==> src/rtl/brnfck_ctrl_stack.sv <==
// brnfck_ctrl_stack
// Control unit for a Brainfuck interpreter. Fetches one ASCII instruction per
// cycle from combinational program memory, issues single-cycle datapath
// commands, keeps a loop-return stack and handles '[' forward skipping.
//
// Ports:
//   clk, rst              clock, synchronous active-high reset
//   start                 begin a run (tape clear, then execute from pc 0)
//   symbol[7:0]           instruction byte at pc
//   cell_zero             current tape cell is 0
//   in_valid / in_ack     input byte handshake
//   out_valid / out_ack   output byte handshake
//   pc[PC_W-1:0]          program counter
//   cell_inc, cell_dec, head_inc, head_dec, cell_load, cell_clear
//                         one-cycle datapath commands
//   ready                 idle, accepts start
//   error, err_code[1:0]  run aborted: 01 overflow, 10 unmatched ']',
//                         11 unmatched '['
//   stack_depth           live loop-stack entries
//   step                  (only with BRNFCK_STEP_EN) EXEC/SKIP advance enable
//
// Build option: define BRNFCK_STEP_EN to add the step input.
//
// state   | meaning
// IDLE    | waiting for start
// CLEAR   | zeroing every tape cell, head walks once around the tape
// EXEC    | executing one instruction per cycle
// OUT     | presenting current cell until out_ack
// IN      | requesting input byte until in_valid
// SKIP    | scanning forward past a loop whose cell was zero
// ERROR   | run aborted, err_code held until start

module brnfck_ctrl_stack #(
  parameter int PC_W        = 8,
  parameter int HEAD_W      = 5,
  parameter int STACK_DEPTH = 8,
  parameter int NEST_W      = 8
) (
  input  logic                           clk,
  input  logic                           rst,
  input  logic                           start,
  input  logic [7:0]                     symbol,
  input  logic                           cell_zero,
  input  logic                           in_valid,
  input  logic                           out_ack,
  output logic [PC_W-1:0]                pc,
  output logic                           cell_inc,
  output logic                           cell_dec,
  output logic                           head_inc,
  output logic                           head_dec,
  output logic                           cell_load,
  output logic                           cell_clear,
  output logic                           in_ack,
  output logic                           out_valid,
  output logic                           ready,
  output logic                           error,
  output logic [1:0]                     err_code,
  output logic [$clog2(STACK_DEPTH):0]   stack_depth
`ifdef BRNFCK_STEP_EN
  ,
  input  logic                           step
`endif
);

  localparam int SP_W  = $clog2(STACK_DEPTH) + 1;
  localparam int IDX_W = (STACK_DEPTH > 1) ? $clog2(STACK_DEPTH) : 1;

  typedef enum logic [2:0] {
    S_IDLE, S_CLEAR, S_EXEC, S_OUT, S_IN, S_SKIP, S_ERROR
  } state_t;

  state_t            state, state_nx;
  logic [PC_W-1:0]   pc_nx, pc_inc;
  logic [SP_W-1:0]   sp, sp_nx;
  logic [NEST_W-1:0] nest, nest_nx;
  logic [HEAD_W-1:0] clr_cnt, clr_cnt_nx;
  logic [1:0]        err_q, err_nx;
  logic [PC_W-1:0]   stack_mem [STACK_DEPTH];
  logic [PC_W-1:0]   top;
  logic              push;
  logic              adv;

`ifdef BRNFCK_STEP_EN
  assign adv = step;
`else
  assign adv = 1'b1;
`endif

  assign pc_inc = pc + 1'b1;
  assign top    = stack_mem[IDX_W'(sp - 1'b1)];

  always_comb begin
    state_nx   = state;
    pc_nx      = pc;
    sp_nx      = sp;
    nest_nx    = nest;
    clr_cnt_nx = clr_cnt;
    err_nx     = err_q;
    push       = 1'b0;
    cell_inc   = 1'b0;
    cell_dec   = 1'b0;
    head_inc   = 1'b0;
    head_dec   = 1'b0;
    cell_load  = 1'b0;
    cell_clear = 1'b0;
    in_ack     = 1'b0;
    out_valid  = 1'b0;
    ready      = 1'b0;
    error      = 1'b0;

    case (state)
      S_IDLE, S_ERROR: begin
        ready = (state == S_IDLE);
        error = (state == S_ERROR);
        if (start) begin
          state_nx   = S_CLEAR;
          pc_nx      = '0;
          sp_nx      = '0;
          nest_nx    = '0;
          clr_cnt_nx = '0;
          err_nx     = 2'b00;
        end
      end
      S_CLEAR: begin
        cell_clear = 1'b1;
        head_inc   = 1'b1;
        clr_cnt_nx = clr_cnt + 1'b1;
        if (clr_cnt == '1) state_nx = S_EXEC;
      end
      S_EXEC: begin
        if (adv) begin
          case (symbol)
            8'h2B: begin cell_inc = 1'b1; pc_nx = pc_inc; end
            8'h2D: begin cell_dec = 1'b1; pc_nx = pc_inc; end
            8'h3E: begin head_inc = 1'b1; pc_nx = pc_inc; end
            8'h3C: begin head_dec = 1'b1; pc_nx = pc_inc; end
            8'h2E: state_nx = S_OUT;
            8'h2C: state_nx = S_IN;
            8'h00: begin state_nx = S_IDLE; sp_nx = '0; end
            8'h5B: begin
              if (cell_zero) begin
                pc_nx    = pc_inc;
                nest_nx  = '0;
                state_nx = S_SKIP;
              end else if (sp == SP_W'(STACK_DEPTH)) begin
                state_nx = S_ERROR;
                err_nx   = 2'b01;
              end else begin
                push  = 1'b1;
                sp_nx = sp + 1'b1;
                pc_nx = pc_inc;
              end
            end
            8'h5D: begin
              if (sp == '0) begin
                state_nx = S_ERROR;
                err_nx   = 2'b10;
              end else if (!cell_zero) begin
                // jump back to the instruction after the matching '['
                pc_nx = top + 1'b1;
              end else begin
                sp_nx = sp - 1'b1;
                pc_nx = pc_inc;
              end
            end
            default: pc_nx = pc_inc;
          endcase
        end
      end
      S_OUT: begin
        out_valid = 1'b1;
        if (out_ack) begin
          pc_nx    = pc_inc;
          state_nx = S_EXEC;
        end
      end
      S_IN: begin
        in_ack = 1'b1;
        if (in_valid) begin
          cell_load = 1'b1;
          pc_nx     = pc_inc;
          state_nx  = S_EXEC;
        end
      end
      S_SKIP: begin
        if (adv) begin
          case (symbol)
            8'h5B: begin
              if (nest == '1) begin
                state_nx = S_ERROR;
                err_nx   = 2'b11;
              end else begin
                nest_nx = nest + 1'b1;
                pc_nx   = pc_inc;
              end
            end
            8'h5D: begin
              pc_nx = pc_inc;
              if (nest == '0) state_nx = S_EXEC;
              else            nest_nx  = nest - 1'b1;
            end
            8'h00: begin
              state_nx = S_ERROR;
              err_nx   = 2'b11;
            end
            default: pc_nx = pc_inc;
          endcase
        end
      end
      default: state_nx = S_IDLE;
    endcase

    // reset overrides outputs combinationally so the handshake drops at once
    if (rst) begin
      push       = 1'b0;
      cell_inc   = 1'b0;
      cell_dec   = 1'b0;
      head_inc   = 1'b0;
      head_dec   = 1'b0;
      cell_load  = 1'b0;
      cell_clear = 1'b0;
      in_ack     = 1'b0;
      out_valid  = 1'b0;
      ready      = 1'b1;
      error      = 1'b0;
    end
  end

  assign err_code    = rst ? 2'b00 : err_q;
  assign stack_depth = rst ? '0 : sp;

  always_ff @(posedge clk) begin
    if (rst) begin
      state   <= S_IDLE;
      pc      <= '0;
      sp      <= '0;
      nest    <= '0;
      clr_cnt <= '0;
      err_q   <= 2'b00;
    end else begin
      state   <= state_nx;
      pc      <= pc_nx;
      sp      <= sp_nx;
      nest    <= nest_nx;
      clr_cnt <= clr_cnt_nx;
      err_q   <= err_nx;
    end
  end

  always_ff @(posedge clk) begin
    if (push) stack_mem[IDX_W'(sp)] <= pc;
  end

endmodule

==> config.mk <==
export PLATFORM = sky130hd
export DESIGN_NAME = brnfck_ctrl_stack
export DESIGN_NICKNAME = d
export VERILOG_FILES = /design/src/rtl/brnfck_ctrl_stack.sv
export SDC_FILE = /design/constraint.sdc
export NUM_CORES = 1
export LEC_CHECK = 0
export ABC_AREA = 1
export CORE_UTILIZATION = 40
export CTS_BUF_LIST = sky130_fd_sc_hd__clkbuf_2 sky130_fd_sc_hd__clkbuf_4 sky130_fd_sc_hd__clkbuf_8
export DETAILED_ROUTE_END_ITERATION = 7
export SYNTH_ARGS = -nofsm -noshare
export SYNTH_HDL_FRONTEND = slang
export SYNTH_SLANG_ARGS = --single-unit
==> constraint.sdc <==
create_clock -name clk -period 2.41 [get_ports clk]
set_input_delay 0.482 -clock clk [delete_from_list [all_inputs] [get_ports clk]]
set_output_delay 0.482 -clock clk [all_outputs]
set_load 0.01 [all_outputs]
==> impl_summary.txt <==
----------------------------------------------------
[Drt]
  DRC Markers ... 0
  Detail-routed net length per standard cell ... 13.94 um
  DR pass1 iterations ... 5
  DRC marker count from the first detailed-route iteration ... 347
  Average via count per standard cell ... 4.947
  Residual antenna-violating net count after detailed routing ... 0
  Total detailed-routing wirelength ... 13.59 mm
  Total via count in the routed design ... 4,823

[Die]
  Die Y-Extent ... 119.1 um
  Total die area ... 14,180 um^2
  Num rows ... 42
  IO Count ... 38
  Initial Util ... 41.25%
  Horiz. Die Dim ... 119.1 um
  Area of the core region ... 13,300 um^2

[Layout]
  Fillers ... 1,303
  Area overhead of the layout relative to synthesis ... 23.45%
  Post-Route Utilization ... 50.92%
  Antenna fix cells ... 0
  Fraction of final layout cells with drive strength greater than 1 ... 19.40%
  Net count, final ... 818

[Run]
  Number of maximum-capacitance constraint violations ... 0

[Clock tree]
  Insertion delay of the later-clocked pin in the worst-skew pair ... 0.39 ns
  Largest buffer count on any clock path ... 2
  TritonCTS clock tree ... built
  Depth of the CTS H-tree ... 3
  # hold bufs at CTS ... 0
  Clock Sink Count ... 94
  Root buffer selected by CTS ... sky130_fd_sc_hd__clkbuf_8
  Clock-pin slew on the worst setup and hold paths ... 0.10 ns
  Cts bufs inserted ... 9

[Timing]
  Final worst-path setup slack ... 0.04415 ns
  Maximum achievable frequency ... 422.7 MHz
  Setup-violating endpoint count in the final report ... 0
  Transition at the pin with the smallest max-transition slack ... 0.4547 ns
  Remaining max-slew budget at the tightest pin ... 69.65%
  Max-slew violations ... 0
  Post-Route Skew ... 0.02302 ns
  Total count of hold-check failures in the final report ... 0
  Min Clock Period, post-route ... 2.366 ns
  Unrepaired setup endpoints after global routing ... yes
  Final period utilization ... 98.17%

[Logic synthesis]
  Average footprint of a synthesized cell ... 7.971 um^2
  EDFF count, synth ... 64
  Number of flip-flops and latches in the synthesized netlist ... 94
  Post-synth design cell area ... 5484 um^2
  Distinct cells, synth ... 48
  Async set-or-reset flop fraction in the synthesized netlist ... 0%
  Count of yosys warnings during synthesis ... 0
  Mapped Cells ... 688
  Syn nets ... 712
  Most used flip-flop cell after synthesis ... sky130_fd_sc_hd__edfxtp_1
  Seq/Total Area, Yosys ... 46.00%

[GRT]
  Initial antenna violation count ... 0
  GRT Total Usage ... 20.17%
  Total grt overflow ... 0
  First-pass GRT wire length ... 22.34 mm
  Maximum number of pins on one net before global-route repair ... 40
  Via count of the first global-routing pass ... 4,643

[Worst setup path]
  Largest fanout of any net on the critical path ... 4
  Kind of critical path ... input port to primary output
  Worst reg2reg setup slack ... 0.17 ns
  Slowest cell on the critical path ... sky130_fd_sc_hd__clkdlybuf4s50_1
  Worst path required time ... 1.93 ns
  Capturing element type of the critical path ... primary output
  Crit-path cells ... clkdlybuf4s50_1, buf_4, nor2_1, clkdlybuf4s50_1
  Reg2Reg Launch Point ... sp[0]
  Cell seen most often among critical-path stages ... sky130_fd_sc_hd__clkdlybuf4s50_1
  Worst setup path startpoint ... rst
  Endpoint of the worst register-to-register path ... pc[6]
  Crit start category ... input port
  R2R depth ... 15
  Arrival time at the worst endpoint ... 1.88 ns
  Largest stage delay, worst path ... 0.56 ns

[Pwr]
  Static power due to leakage ... 0.003005 uW
  Peak ir drop on the vdd network ... 0.0004030 V
  Power per unit of standard cell area ... 1010 nW/um^2
  Clock power share ... 16.0%
  Internal cell power ... 3777 uW
  Relative contribution of sequential cells to total power ... 29.8%
  Total power after layout ... 6836 uW
  Switching part of the total ... 44.75%
  Net switching power ... 3060 uW
  Share of total power in combinational logic ... 54.2%

[Worst hold path]
  Hold path endpoint ... err_q[1]
  Worst Hold Launch ... err_q[1]
  Type of the worst min-delay path ... flop to flop
  Hold path depth ... 2

[Status]
  Outcome ... complete, no violations

[Placed design]
  IO buf count ... 37
  Detailed-placement wirelength estimate ... 10.11 mm
  Global placer's final weighted congestion ... 0.8680
  Pre-CTS worst setup slack ... -0.1915 ns

----------------------------------------------------
## sequential cells by signal (all words and copies together) (netlist names)
signal,flops
pc,8
err_q,2
nest,8
clr_cnt,5
stack_mem,64
state,3
sp,4
## cells in the mapped netlist, types with 6 or more instances
cell                       instances  area, um^2
sky130_fd_sc_hd__a21oi_1          28       140.1
sky130_fd_sc_hd__buf_2             6       30.03
sky130_fd_sc_hd__buf_4             7       52.55
sky130_fd_sc_hd__dfxtp_1          30       600.6
sky130_fd_sc_hd__edfxtp_1         64        1922
sky130_fd_sc_hd__ha_1             10       125.1
sky130_fd_sc_hd__inv_1            83       311.6
sky130_fd_sc_hd__inv_2            13       48.80
sky130_fd_sc_hd__nand2_1         145       544.3
sky130_fd_sc_hd__nand2_2           6       37.54
sky130_fd_sc_hd__nand3_1          56       280.3
sky130_fd_sc_hd__nand4_1           6       37.54
sky130_fd_sc_hd__nor2_1          101       379.1
sky130_fd_sc_hd__nor2_2            6       37.54
sky130_fd_sc_hd__nor3_1           10       50.05
sky130_fd_sc_hd__o21ai_0          40       200.2
sky130_fd_sc_hd__o21ai_1           8       40.04
sky130_fd_sc_hd__xor2_1            7       61.31
## power by group through the flow
stage | combinational [uW] | clock, uW | sequential, uW
final | 3710 | 1090 | 2040
after global routing | 4140 | 1180 | 2060
after CTS | 3650 | 1110 | 2040
after detailed placement | 3630 | 0 | 2070
after global placement | 3590 | 0 | 2070
after floorplan | 2410 | 0 | 2090
## how the worst max path moves through the flow
stage / end / slack (ns)
6_report: stack_depth[2] / 0.04
5_1_grt: pc[6] / -0.02
3_5_place_dp: stack_mem[2][1] / -0.19
2_1_floorplan: stack_mem[2][0] / 0.03
3_3_place_gp: head_inc / -0.19
4_1_cts: stack_depth[3] / 0.005
## worst max-delay path, delay by kind of cell
family / cells / cell delay (ns)
buffers and inverters: 3 / 1.23
AND/OR/NAND/NOR: 1 / 0.16
## cell families after synthesis
kind of cell               after synthesis  synth area share [%]
AOI/OAI and AO/OA                       99                 10.50
xor gates and xnor gates                12                 2.053
adders and majority gates               10                 2.282
buffers and inverters                  115                 8.761
DFF                                     94                 46.00
and+or+nand+nor                        358                 30.41
## placed cells by master (no fill, tap or decap), drive strengths merged
| master | count |
|---|---|
| clkbuf | 10 |
| dlymetal6s2s | 3 |
| xnor2 | 5 |
| buf | 77 |
| a21boi | 1 |
| o2111ai | 1 |
| nor3 | 13 |
| nand4 | 8 |
| and2 | 1 |
| a31oi | 1 |
| a22o | 2 |
| xor2 | 7 |
| a21oi | 32 |
| o32ai | 1 |
| a32oi | 1 |
| a32o | 2 |
| or2 | 3 |
| edfxtp | 64 |
| dfxtp | 30 |
| clkinv | 1 |
| bufinv | 1 |
| nor2 | 114 |
| and3 | 1 |
| nand2 | 154 |
| nand3b | 5 |
| dlygate4sd2 | 7 |
| nand3 | 59 |
| clkdlybuf4s50 | 27 |
| inv | 98 |
| o21bai | 1 |
| a211o | 1 |
| o22ai | 5 |
| o21ai | 49 |
| o21a | 2 |
| ha | 10 |
| clkinvlp | 2 |
## final cells by class
cell class              count  area (um^2)  area share [%]
clock buffers              10        131.4           1.940
inverters                  96        360.3           5.322
clock inverters             6        70.07           1.035
flip-flops and latches     94         2525           37.29
repair buffers            114        954.7           14.10
well taps                 176        220.2           3.253
multi-input cells         479         2509           37.05
## stage by stage
stage	cells	setup TNS, ns	hold WS, ns	instance area, um^2
finish	975	0	0.4869	6770
global route	975	-0.02401	0.5304	6770
CTS	975	0	0.4879	6736
detailed placement	959	-10.93	0.4707	6533
global placement	959	-6.184	0.4545	6533
floorplan	688	0	0.4435	5484
## routing by layer
metal  up-vias  global-route usage (%)  wire length [um]
met2       131                   34.30              6542
met1      2202                   25.88              6198
met5         -                       0                 0
met3        21                   2.634               591
met4         0                   7.991               258
li1       2469                       -                 -
## repair_timing
item,4_1_cts,5_1_grt
resized for setup,12,9
setup endpoints to repair,7,11
setup buffers,0,0
(Power assumes the default switching activity.)
